$ cat src/rtl/pkt_framer.sv
// Packet source: turns a length request into a HEAD/(DATA)*/TAIL flit stream
// with downstream stall support and a fixed idle gap after every tail.
module pkt_framer #(
    parameter int LEN_W  = 8,
    parameter int DATA_W = 8,
    parameter int GAP    = 1
) (
    input  logic              clock,
    input  logic              reset,
    input  logic              req_valid,
    input  logic [LEN_W-1:0]  req_len,
    output logic              req_ready,
    input  logic              stall,
    output logic              head,
    output logic              tail,
    output logic              valid,
    output logic [DATA_W-1:0] data,
    output logic              busy,
    output logic              len_err
);

    typedef enum logic [2:0] {S_IDLE, S_HEAD, S_DATA, S_TAIL, S_GAP} state_t;

    localparam logic [3:0] GAP_LD = (GAP > 0) ? 4'(GAP - 1) : 4'd0;

    state_t            state, state_nxt;
    logic [LEN_W-1:0]  rem, rem_nxt, len_q, len_q_nxt;
    logic [DATA_W-1:0] seq, seq_nxt, data_nxt;
    logic [3:0]        gap_cnt, gap_nxt;
    logic              head_nxt, tail_nxt, valid_nxt, len_err_nxt;

    assign req_ready = (state == S_IDLE) && !reset;

    always_comb begin
        state_nxt   = state;
        rem_nxt     = rem;
        len_q_nxt   = len_q;
        seq_nxt     = seq;
        data_nxt    = data;
        gap_nxt     = gap_cnt;
        head_nxt    = 1'b0;
        tail_nxt    = 1'b0;
        valid_nxt   = 1'b0;
        len_err_nxt = 1'b0;
        case (state)
            S_IDLE: begin
                if (req_valid) begin
                    if (req_len >= LEN_W'(2)) begin
                        rem_nxt   = req_len - LEN_W'(2);
                        len_q_nxt = req_len;
                        state_nxt = S_HEAD;
                    end else begin
                        len_err_nxt = 1'b1;
                    end
                end
            end
            S_HEAD: begin
                if (!stall) begin
                    valid_nxt = 1'b1;
                    head_nxt  = 1'b1;
                    data_nxt  = DATA_W'(len_q);
                    state_nxt = (rem == '0) ? S_TAIL : S_DATA;
                end
            end
            S_DATA: begin
                if (!stall) begin
                    valid_nxt = 1'b1;
                    data_nxt  = seq;
                    seq_nxt   = seq + DATA_W'(1);
                    rem_nxt   = rem - LEN_W'(1);
                    // rem is >= 1 on entry, so this is the last middle flit
                    if (rem == LEN_W'(1))
                        state_nxt = S_TAIL;
                end
            end
            S_TAIL: begin
                if (!stall) begin
                    valid_nxt = 1'b1;
                    tail_nxt  = 1'b1;
                    data_nxt  = seq;
                    seq_nxt   = seq + DATA_W'(1);
                    if (GAP > 0) begin
                        state_nxt = S_GAP;
                        gap_nxt   = GAP_LD;
                    end else begin
                        state_nxt = S_IDLE;
                    end
                end
            end
            S_GAP: begin
                // gap counting ignores stall: no flit is offered here anyway
                if (gap_cnt == 4'd0) state_nxt = S_IDLE;
                else                 gap_nxt   = gap_cnt - 4'd1;
            end
            default: state_nxt = S_IDLE;
        endcase
    end

    always_ff @(posedge clock) begin
        if (reset) begin
            state   <= S_IDLE;
            rem     <= '0;
            len_q   <= '0;
            seq     <= '0;
            gap_cnt <= '0;
            head    <= 1'b0;
            tail    <= 1'b0;
            valid   <= 1'b0;
            data    <= '0;
            busy    <= 1'b0;
            len_err <= 1'b0;
        end else begin
            state   <= state_nxt;
            rem     <= rem_nxt;
            len_q   <= len_q_nxt;
            seq     <= seq_nxt;
            gap_cnt <= gap_nxt;
            head    <= head_nxt;
            tail    <= tail_nxt;
            valid   <= valid_nxt;
            data    <= data_nxt;
            busy    <= (state_nxt != S_IDLE);
            len_err <= len_err_nxt;
        end
    end

endmodule

$ cat config.mk
export PLATFORM = sky130hd
export DESIGN_NAME = pkt_framer
export DESIGN_NICKNAME = d
export VERILOG_FILES = /design/src/rtl/pkt_framer.sv
export SDC_FILE = /design/constraint.sdc
export NUM_CORES = 1
export LEC_CHECK = 0
export ABC_AREA = 1
export BUFFER_PORTS_ARGS = -buffer_cell sky130_fd_sc_hd__buf_4
export CORE_ASPECT_RATIO = 1.75
export CORE_MARGIN = 3
export CORE_UTILIZATION = 40
export DETAILED_ROUTE_END_ITERATION = 10
export PLACE_DENSITY = 0.58
export SETUP_SLACK_MARGIN = 0.4
export SLEW_MARGIN = 30
export SYNTH_ARGS = -nofsm -noshare
export SYNTH_HDL_FRONTEND = slang
export SYNTH_SLANG_ARGS = --single-unit
$ cat constraint.sdc
create_clock -name clock -period 1.6 [get_ports clock]
set_input_delay 0.32 -clock clock [delete_from_list [all_inputs] [get_ports clock]]
set_output_delay 0.32 -clock clock [all_outputs]
set_load 0.01 [all_outputs]
==> flow_summary.yaml <==
drt:
  drt_wl_total_mm: 6.03
  first_pass_iters: 4
  route.detailed.drc: 0
  routed_via_density: 4.98
  vias: 2308
  ant_nets: 0
  drt_iter0_markers: 145
  wire_per_inst_um: 13.0
clocking:
  clk_root_buffer_cell: "clkbuf_8"
  clk_path_buf_depth: 2
  hold_buffers: 0
  tritoncts: "done"
  cts_inserted_buffers: 5
  worstSkewPairLatency_ns: 0.30
  htree_levels: 2
  cts.clk_slew.worst_paths_ns: 0.08
  clock_sinks: 44
placement:
  dpl.hpwl_mm: 4.24
  place_inst: 440
  place.gp.congestion: 0.895
  port_buffers: 25
synth:
  synth_top_area_cell: "dfxtp_1"
  synth_flop_cell: "dfxtp_1"
  synth-async-reset-ratio: 0
  syn_area_mm2: 0.00232
  avgSynthCellArea_um2: 6.84
  netlist.area_leader.share: 0.379
  synth_cell_types: 31
  synth_nets: 358
  yosysWarnings: 0
  synth_edf_count: 0
  postSynthCellCount: 340
  ys_seq_area_frac: 0.379
  synthTopCellsByArea: "dfxtp_1 (38%), nand2_1 (12%), a21oi_1 (6.9%), nor2_1 (6.5%), inv_1 (5.8%)"
  synth-seq-cells: 44
power_and_ir_drop:
  peakVddDrop_v: 0.000588
  leakagePower_nw: 1.35
  power_density_mw_per_mm2: 944
worst_setup_path:
  worstSetupStartpointType: "register"
  cpPeakStageDelay_ns: 0.35
  crit_type: "register to primary output"
  cp_slowest_cell: "dfxtp_4"
  required_ns: 1.28
  cp_data_arrival_time_ns: 1.10
  worstPathCellList: "inv_2 > nand2_4 > nor2_4 > inv_2 > nor2_4 > buf_6"
  cp-end-kind: "primary output"
  critPathMaxFanout: 2
timing:
  finalSetupTns_ns: 0
  worst_slew_pin_slew_ns: 0.265
  rsz0062_at_grt: "true"
  fin_skew_ns: 0.00750
  hold_viol: 0
  setup_viol: 0
  final_max_slew_viol_count: 0
  period_share: 0.885
  slew_headroom: 0.822
  fmax_ghz: 0.706
  fin_crit_ns: 1.42
floorplanning:
  die_y_um: 107
  start_util: 0.416
  fp-row-count: 36
  die_x_um: 63.6
  top_level_ports: 26
  die_area_mm2: 0.00680
  core_mm2: 0.00559
global_route:
  grt_pass1_vias: 2333
  grt_pass1_wl_mm: 10.2
  antenna_found_initial: 0
  grt_usage: 0.191
  grt_max_degree: 19
  grt_overflow: 0
flow_run:
  drv_cap: 0
outcome:
  status: "completed"
layout:
  final_cell_count_no_fill: 463
  mostFrequentLayoutCells: "nand2_1 (67), dfxtp_1 (39), buf_4 (38)"
  fin_nets: 404
  n_antenna_cell: 0
  drive_above_1_share: 0.354
  synthToLayoutAreaGrowth_pct: 35.5
  final_common_cell: "nand2_1"
  final_util: 0.564
hold_path:
  holdCritPathClass: "input pin to register"
## worst max-delay path, delay by kind of cell (launching register included)
kind                   cells  cell delay (ns)
DFF                        1             0.35
and+or+nand+nor            3             0.24
buffers and inverters      3             0.22
## area by class of cell
type,instances,area (um^2)
flip-flops and latches,44,892
well taps,76,95.1
repair buffers,48,407
fillers,574,2440
clock buffers,6,72.6
multi-input cells,245,1490
clock inverters,2,35.0
inverters,42,160
## per-layer routing
| metal | GRT usage | routed length, um | up-vias |
|---|---|---|---|
| met5 | 0 | 0 | - |
| li1 | - | - | 1182 |
| met1 | 0.186 | 2250 | 1064 |
| met4 | 0.113 | 272 | 0 |
| met2 | 0.365 | 3340 | 40 |
| met3 | 0.0335 | 169 | 22 |
## sequential cells by signal, summed over array words and instances, names as in the netlist, 3 cells and up
register,flops
rem,8
state,3
seq,8
len_q,8
gap_cnt,4
data,8
## report_power, final
group	internal [W]	switching, W	leakage [nW]
clock	0.000464	0.000381	0.0552
sequential	0.00118	0.0000673	0.362
combinational	0.000367	0.000515	0.931
## kinds of logic (layout without fill, tap and decap cells)
kind of cell             Yosys count  count (layout)  share of synthesized area
AO/OA/AOI/OAI                     67              67                      0.159
flip-flops                        44              44                      0.379
adder cells (fa/ha/maj)            6               6                     0.0323
XOR/XNOR                           4               4                     0.0151
AND/OR/NAND/NOR                  167             168                      0.315
buffers and inverters             52              98                     0.0996
## final timing paths
path	from	endpoint	slack, ns	cells after the start
worst min-delay path	req_len[1]	len_q[1]	0.30	3
worst max register to register	state[1]	rem[0]	0.22	12
worst max-delay path	state[1]	req_ready	0.18	6
worst min register to register	data[4]	data[4]	0.47	2
## synth_stat cells, types with 3 or more instances
cell type	instances
nand3_1	25
inv_2	6
ha_1	6
dfxtp_1	44
nor2_2	7
nor2_1	40
inv_1	36
o21ai_1	7
nand2_2	6
o21ai_0	19
nand4_1	4
buf_6	4
nand2_1	75
a21oi_2	3
nor3_1	4
a21oi_1	32
## stage by stage
stage               hold WS, ns  worst slack [ns]  area [um^2]  total power (W)
finish                    0.303             0.184         3150          0.00297
global route              0.322             0.115         3150          0.00315
CTS                       0.291            0.0953         2980          0.00293
detailed placement        0.446             0.105         2610          0.00192
global placement          0.443             0.121         2610          0.00191
floorplan                 0.429             0.393         2330          0.00174
## timing repair
item,4_1_cts,5_1_grt
gates cloned,2,0
resized for setup,56,37
pin swaps,15,12
setup buffers,10,3
endpoints found under the setup margin,34,38
No activity file was read; power rests on OpenSTA's default activity.
